**src/rtl/rename_ckpt_ctrl.sv**
```systemverilog
// Rename-stage checkpoint controller.
// Grants physical-register allocations from the free list. Takes branch
// checkpoints of the free-list read pointer in a circular buffer. On a branch
// mispredict it drives a one-cycle restore pulse back to the free list.
// Ports:
//   clk, reset             clock, asynchronous active-high reset
//   alloc_req, fl_empty    allocation request / free list empty
//   fl_r_ptr               current free-list read pointer
//   alloc_grant            free-list read enable
//   br_dispatch            branch at rename wants a checkpoint
//   ckpt_grant, br_tag     checkpoint taken / tag assigned to the branch
//   br_resolve, br_resolve_tag, br_mispredict   branch resolution
//   fl_mispredict, fl_re_r_ptr                  restore pulse / restore pointer
//   stall                  rename must hold this cycle
//   ckpt_count             occupied checkpoint slots
module rename_ckpt_ctrl #(
    parameter int DEPTH = 96,
    parameter int NCKPT = 4,
    parameter int PW    = 7,
    parameter int TW    = 2
) (
    input  logic          clk,
    input  logic          reset,
    input  logic          alloc_req,
    input  logic          fl_empty,
    input  logic [PW-1:0] fl_r_ptr,
    output logic          alloc_grant,
    input  logic          br_dispatch,
    output logic          ckpt_grant,
    output logic [TW-1:0] br_tag,
    input  logic          br_resolve,
    input  logic [TW-1:0] br_resolve_tag,
    input  logic          br_mispredict,
    output logic          fl_mispredict,
    output logic [PW-1:0] fl_re_r_ptr,
    output logic          stall,
    output logic [TW:0]   ckpt_count
);

    typedef enum logic {IDLE, RECOVER} state_t;

    state_t           state_q, state_d;
    logic [NCKPT-1:0] valid_q;
    logic [PW-1:0]    rptr_q [NCKPT];
    logic [TW-1:0]    head_q, tail_q;
    logic [TW:0]      count_q;
    logic [PW-1:0]    re_ptr_q;

    logic             idle;
    logic             mp_any, mp_take, res_ok, head_adv;
    logic [NCKPT-1:0] valid_eff, clear_mask;
    logic [PW-1:0]    new_rptr;
    logic [TW-1:0]    d_t;

    always_comb begin
        idle        = (state_q == IDLE);
        mp_any      = br_resolve & br_mispredict;
        mp_take     = idle & mp_any & valid_q[br_resolve_tag];
        res_ok      = br_resolve & ~br_mispredict & valid_q[br_resolve_tag];
        alloc_grant = ~reset & idle & alloc_req & ~fl_empty;
        ckpt_grant  = ~reset & idle & br_dispatch &
                      (count_q < (TW+1)'(NCKPT)) & ~mp_any;
        stall       = ~reset & (~idle | (br_dispatch & ~ckpt_grant) |
                                (alloc_req & fl_empty));
        fl_mispredict = (state_q == RECOVER);
        fl_re_r_ptr   = re_ptr_q;
        br_tag        = tail_q;
        ckpt_count    = count_q;

        // The branch is younger than a same-cycle allocation, so its
        // checkpoint points past the register being granted now.
        if (alloc_grant && (fl_r_ptr == PW'(DEPTH-1)))
            new_rptr = '0;
        else
            new_rptr = fl_r_ptr + PW'(alloc_grant);

        // A correct resolve landing on the head this cycle retires it now,
        // so the slot frees up on the very next cycle.
        valid_eff = valid_q;
        if (res_ok)
            valid_eff[br_resolve_tag] = 1'b0;
        head_adv = (count_q != '0) & ~valid_eff[head_q] & ~mp_take;

        // Age is measured from head: the mispredicted tag and everything
        // younger than it gets invalidated.
        d_t        = br_resolve_tag - head_q;
        clear_mask = '0;
        for (int unsigned i = 0; i < NCKPT; i++)
            clear_mask[i] = ((TW'(i) - head_q) >= d_t);

        state_d = mp_take ? RECOVER : IDLE;
    end

    always_ff @(posedge clk or posedge reset) begin
        if (reset) begin
            state_q  <= IDLE;
            valid_q  <= '0;
            head_q   <= '0;
            tail_q   <= '0;
            count_q  <= '0;
            re_ptr_q <= '0;
            for (int unsigned i = 0; i < NCKPT; i++)
                rptr_q[i] <= '0;
        end else begin
            state_q <= state_d;
            if (mp_take) begin
                re_ptr_q <= rptr_q[br_resolve_tag];
                tail_q   <= br_resolve_tag + TW'(1);
                count_q  <= (TW+1)'({1'b0, d_t}) + (TW+1)'(1);
                valid_q  <= valid_q & ~clear_mask;
            end else begin
                if (ckpt_grant) begin
                    valid_q         <= valid_eff | (NCKPT'(1) << tail_q);
                    rptr_q[tail_q]  <= new_rptr;
                    tail_q          <= tail_q + TW'(1);
                end else begin
                    valid_q <= valid_eff;
                end
                if (head_adv)
                    head_q <= head_q + TW'(1);
                count_q <= count_q + (TW+1)'(ckpt_grant) - (TW+1)'(head_adv);
            end
        end
    end

endmodule

```
**config.mk**
```make
export PLATFORM = sky130hd
export DESIGN_NAME = rename_ckpt_ctrl
export DESIGN_NICKNAME = d
export VERILOG_FILES = /design/src/rtl/rename_ckpt_ctrl.sv
export SDC_FILE = /design/constraint.sdc
export NUM_CORES = 1
export LEC_CHECK = 0
export CELL_PAD_IN_SITES_DETAIL_PLACEMENT = 0
export CELL_PAD_IN_SITES_GLOBAL_PLACEMENT = 2
export CORE_UTILIZATION = 42
export CTS_BUF_LIST = sky130_fd_sc_hd__clkbuf_4 sky130_fd_sc_hd__clkbuf_8
export DETAILED_ROUTE_END_ITERATION = 16
export PLACE_DENSITY_LB_ADDON = 0.1
export SYNTH_ARGS = -nofsm -noshare
export SYNTH_HDL_FRONTEND = slang
export SYNTH_SLANG_ARGS = --single-unit
export TNS_END_PERCENT = 1
```
**constraint.sdc**
```tcl
create_clock -name clk -period 5.8 [get_ports clk]
set_input_delay 1.16 -clock clk [delete_from_list [all_inputs] [get_ports clk]]
set_output_delay 1.16 -clock clk [all_outputs]
set_load 0.005 [all_outputs]
```
## Word level (Yosys, flattened, before mapping)

Index checks and enable logic that the tools add are counted.

- Memories kept: 0
- Latch bits: 0
- Input bits: 16
- Memory bits (writable): 0
- Word-level logic and storage cells: 95
- Output and inout port bits: 16
- ROM bits: 0
- Register bits: 47

- Div/mod/pow operators: 0
- Order comparisons: 11
- Equality and inequality tests: 1
- Multipliers: 0
- Reduce and logical (&&, ||, !) cells: 7
- Bitwise operators: 33
- Muxes and demuxes: 20
- Shifts and indexed selects: 1
- $add $sub $neg: 12

Operator list:

| cell | count |
|---|---|
| $bwmux 28 | 1 |
| $mux 7 | 4 |
| $and 1x1->1 | 16 |
| $bmux 7 s2 | 1 |
| $demux 7 s2 | 1 |
| $mux 4 | 3 |
| $and 4x4->4 | 2 |
| $ge 2x2->1 | 4 |
| $not 1->1 | 8 |
| $not 4->4 | 2 |
| $add 7x1->7 | 1 |
| $eq 7x7->1 const B | 1 |
| $add 2x1->2 const B | 3 |
| $ge 3x3->1 const B | 2 |
| $lt 2x3->1 const B | 2 |
| $not 2->3 | 2 |
| $bmux 1 s2 | 2 |
| $mux 1 | 4 |
| $mux 2 | 2 |
| $or 4x4->4 | 1 |
| $reduce_and 2->1 | 2 |
| $shl 1x2->4 const A | 1 |
| $sub 1x2->2 const A | 2 |
| $sub 2x2->2 const A | 2 |
| 13 further kinds | 16 |

## Longest topological paths before layout

- Depth after elaboration: 14
- Mapped depth: 12
- Gate-level depth less buffers: 11

## Least setup slack after synthesis

No wires, ideal clock.

- Path kind: input-to-reg
- From: in br_resolve_tag[0]
- To: reg count_q[2], in the netlist ckpt_count[2]
- Library setup time: 126 ps
- Buffers on the path: 1
- Cell stages on the path: 12
- Data arrival time: 3,426 ps
- Required time: 5,674 ps
- Path slack: 2,248 ps
- Cells stage by stage: mux4_1 > or3b_4 > inv_2 > buf_2 > a211oi_1 > ha_1 > inv_1 > ha_1 > fa_1 > xnor2_1 > xnor2_1 > a21oi_1

- Elaborated cells between the ends (all ways): 22
- Classes of those cells: add/sub (3); order compare (2); mux (8); bitwise (8); reduce/logical (1)

RTL lines:

| item | line | RTL |
|---|---|---|
| start: declaration | 32 | `input logic [TW-1:0] br_resolve_tag,` |
| $bmux 1 s2 (*) | 58 | `mp_take = idle & mp_any & valid_q[br_resolve_tag];` |
| $mux 1 (not written as such) (*) | 58 |  |
| $and 1x1->1 (*) | 58 |  |
| net mp_take | 50 | `logic mp_any, mp_take, res_ok, head_adv;` |
| $not 1->1 (no line) | -- |  |
| $and 1x1->1 | 82 | `head_adv = (count_q != '0) & ~valid_eff[head_q] & ~mp_take;` |
| $sub 3x1->3 | 121 | `count_q <= count_q + (TW+1)'(ckpt_grant) - (TW+1)'(head_adv);` |
| $mux 3 (*) | 106 | `if (mp_take) begin` |
| end signal: assignment | 109 | `count_q <= (TW+1)'({1'b0, d_t}) + (TW+1)'(1);` |
| end signal: assignment | 121 |  |
| end: declaration | 46 | `logic [TW:0] count_q;` |

Mark *: on every way through the listed nets, which the timed path passes. The rest lies on a longest branch. The select of a mux whose other input is x is not followed.
A chain may end at the register's enable or synchronous reset.

## Final worst setup path

- From: in br_resolve_tag[1]
- To: reg count_q[2], in the netlist ckpt_count[2]

- Cells in the longest elaborated chain, start to end: 14
- Elaborated cells between the ends (all ways): 22
- Classes of those cells: add/sub (3); order compare (2); mux (8); bitwise (8); reduce/logical (1)

Ends and longest elaborated chain:

| item | line | RTL |
|---|---|---|
| $lt 2x3->1 (not written as such) / $ge 2x1->1 (equally long branches) | 81 | `valid_eff[br_resolve_tag] = 1'b0;` |
| $logic_and 1x1->1 (not written as such) | 81 |  |
| $mux 1 (not written as such) | 81 |  |
| $demux 1 s2 | 81 |  |
| $not 4->4 (no line) | -- |  |
| $and 4x4->4 (no line) | -- |  |
| $mux 4 | 80 | `if (res_ok)` |
| $bmux 1 s2 | 82 |  |
| $mux 1 (not written as such) | 82 |  |
| $not 1->1 | 82 |  |
| $and 1x1->1 (2 in series) | 82 |  |
| $sub 3x1->3 | 121 |  |
| $mux 3 (*) | 106 |  |

Mark *: on every way between the ends. The rest lies on a longest branch, timed or not. The select of a mux whose other input is x is not followed.

==> flow_summary.json <==
{
  "cp_max_fo": 16,
  "htreeDepth": 2,
  "dieArea_um2": 6450,
  "synth_flop_cell": "dfrtp_1",
  "routed_wl_um": 5620,
  "cts_made_buffers": 5,
  "clk_latency_ns": 0.29,
  "place_area_um2": 2980,
  "status": "finished clean",
  "fin_worst_skew_ns": 0.00408,
  "die_height_um": 80.3,
  "track_usage_pct": 19.1,
  "synth_edf_count": 0,
  "grt_pass1_wl_um": 9060,
  "required_ns": 5.98,
  "irDropWorstVdd_v": 0.000183,
  "hold_class": "flop to flop",
  "globalplace.congestion": 0.788,
  "fin_setup_tns_ns": 0,
  "antenna_found_initial": 0,
  "multi_input_area_um2": 1310,
  "cts_hold_buffers": 0,
  "syn-num-nets": 240,
  "seq_area_frac_synth_pct": 45.6,
  "drtIter0Drc": 65,
  "register_area_um2": 1180,
  "cts_root_buffer": "clkbuf_8",
  "design_area_um2": 3090,
  "cts_setup_buffers": 0,
  "cts_tree": "yes",
  "cts_resized": 0,
  "endpoint_kind": "flop",
  "worstPathArrival_ns": 4.53,
  "nFillCells": 537,
  "relSlewSlack_pct": 44.4,
  "ios": 32,
  "area_delta_synth_final_pct": 20.0,
  "p_per_area_nw_per_um2": 465,
  "whs_path_depth": 1,
  "min_period_over_period_pct": 75.1,
  "finalSetupViolCount": 0,
  "cts-root-to-sink-buffers": 2,
  "rows": 28,
  "crit_type": "input port to flop",
  "ff2ff_setup_slack_ns": 2.86,
  "cap_violations": 0,
  "antenna_cells": 0,
  "hold_viol": 0,
  "gr-total-overflow": 0,
  "nNetsFinal": 275,
  "crit_end": "ckpt_count[2]",
  "drtAntennaViolNets": 0,
  "syn_inst": 211,
  "wl_per_cell_um": 17.5,
  "max_freq_mhz": 230,
  "vias": 1781,
  "slew_viol_final": 0,
  "finalWorstPathRequiredPeriod_ns": 4.35,
  "hold_slack_ns": 0.489,
  "p_leak_uw": 0.00137,
  "drt_pass1_iterations": 4,
  "yosys_warnings": 0,
  "core_um2": 5920,
  "fp.dieW_um": 80.3,
  "r2r_end": "ckpt_count[2]",
  "cp-start-kind": "input port",
  "grt_pass1_vias": 1823,
  "start_util_pct": 43.5,
  "ys_seq_elements": 47,
  "final_cell_mix": "dfrtp_1 (47), clkdlybuf4s50_1 (31), mux2_2 (29)",
  "hpwl_um": 3950,
  "syn_area_um2": 2580,
  "grt_max_degree": 48,
  "io_buffers": 31,
  "synth.distinct_cells": 47,
  "remaining_drc_errors": 0,
  "drive_above_1_share_pct": 21.5,
  "clk_pin_slew_ns": 0.09,
  "layout_commonest_cell": "dfrtp_1",
  "r2r-start": "valid_q[0]",
  "synth.avg_cell_area_um2": 12.2,
  "reg2reg_depth": 11,
  "rsz0062_at_grt": "false",
  "viasPerCell": 5.53,
  "ys_async_sr_fraction_pct": 100,
  "holdCritStartpoint": "fl_re_r_ptr[2]",
  "crit_start": "br_resolve_tag[1]",
  "max_slew.worst_pin.slew_ns": 0.829,
  "cts.sinks": 47
}
[synth_stat cells (3+ instances only)]
cell,count,area (µm²)
mux4_2,7,158
nor2_1,7,26.3
nand2_1,12,45.0
dfrtp_1,47,1180
nand3_1,7,35.0
xnor2_1,7,61.3
or4b_1,3,30.0
ha_1,10,125
o21ai_1,3,15.0
inv_2,4,15.0
mux2_1,7,78.8
a21oi_1,6,30.0
inv_1,16,60.1
nand2b_1,3,18.8
fa_1,3,60.1
mux2_2,29,327
[per-stage QoR]
stage	cells	worst slack (ns)	util, %	total power, µW
CTS	322	1.43	52.2	1450
global route	322	1.27	52.2	1560
finish	322	1.45	52.2	1440
detailed placement	314	1.11	50.3	1200
floorplan	211	2.25	-	988
global placement	314	1.19	50.3	1180
[worst min path at each step]
stage                     endpoint  slack [ns]
floorplan               rptr_q[10]        0.47
global placement    fl_re_r_ptr[1]        0.48
detailed placement  fl_re_r_ptr[2]        0.48
CTS                 fl_re_r_ptr[2]        0.50
global route        fl_re_r_ptr[2]        0.52
finish              fl_re_r_ptr[2]        0.49
[power by group]
group	switching (µW)	total [µW]	internal [µW]
Combinational	249	595	346
Sequential	111	595	484
Clock	109	248	140
Total	469	1440	969
[registers in the layout, summed over array words and instances (netlist names)]
signal	cells
fl_re_r_ptr	7
valid_q	4
head_q	2
ckpt_count	3
rptr_q	28
fl_mispredict	1
br_tag	2
[worst max-delay path, stage by stage]
cell             delay, ns
clkdlybuf4s50_1       0.98
mux4_1                0.26
or3b_4                0.47
inv_2                 0.27
a211oi_1              0.09
ha_1                  0.29
inv_1                 0.04
ha_1                  0.18
fa_1                  0.39
xnor2_1               0.18
xnor2_1               0.14
a21oi_1               0.08
[cells by family (layout without fill, tap and decap cells)]
logic type | count (synthesis) | after routing | synth area share (%)
buffers and inverters | 25 | 61 | 3.74
AO/OA/AOI/OAI | 22 | 22 | 5.58
AND/OR/NAND/NOR | 50 | 50 | 11.6
flip-flops | 47 | 47 | 45.6
adder cells (fa/ha/maj) | 13 | 13 | 7.18
XOR/XNOR | 9 | 9 | 3.06
multiplexers | 45 | 45 | 23.3
[metal layers]
metal	track usage (%)	wire, µm
met1	25.3	2590
met2	32.2	2820
met3	3.18	172
met4	5.54	42
met5	0	0
[cell type report]
cell class              instances  share of cell area, %
multi-input cells             139                   42.2
flip-flops and latches         47                   38.0
clock inverters                 2                   1.13
well taps                      75                   3.03
repair buffers                 33                   10.5
inverters                      20                   2.43
clock buffers                   6                   2.67
(Power assumes the default switching activity.)
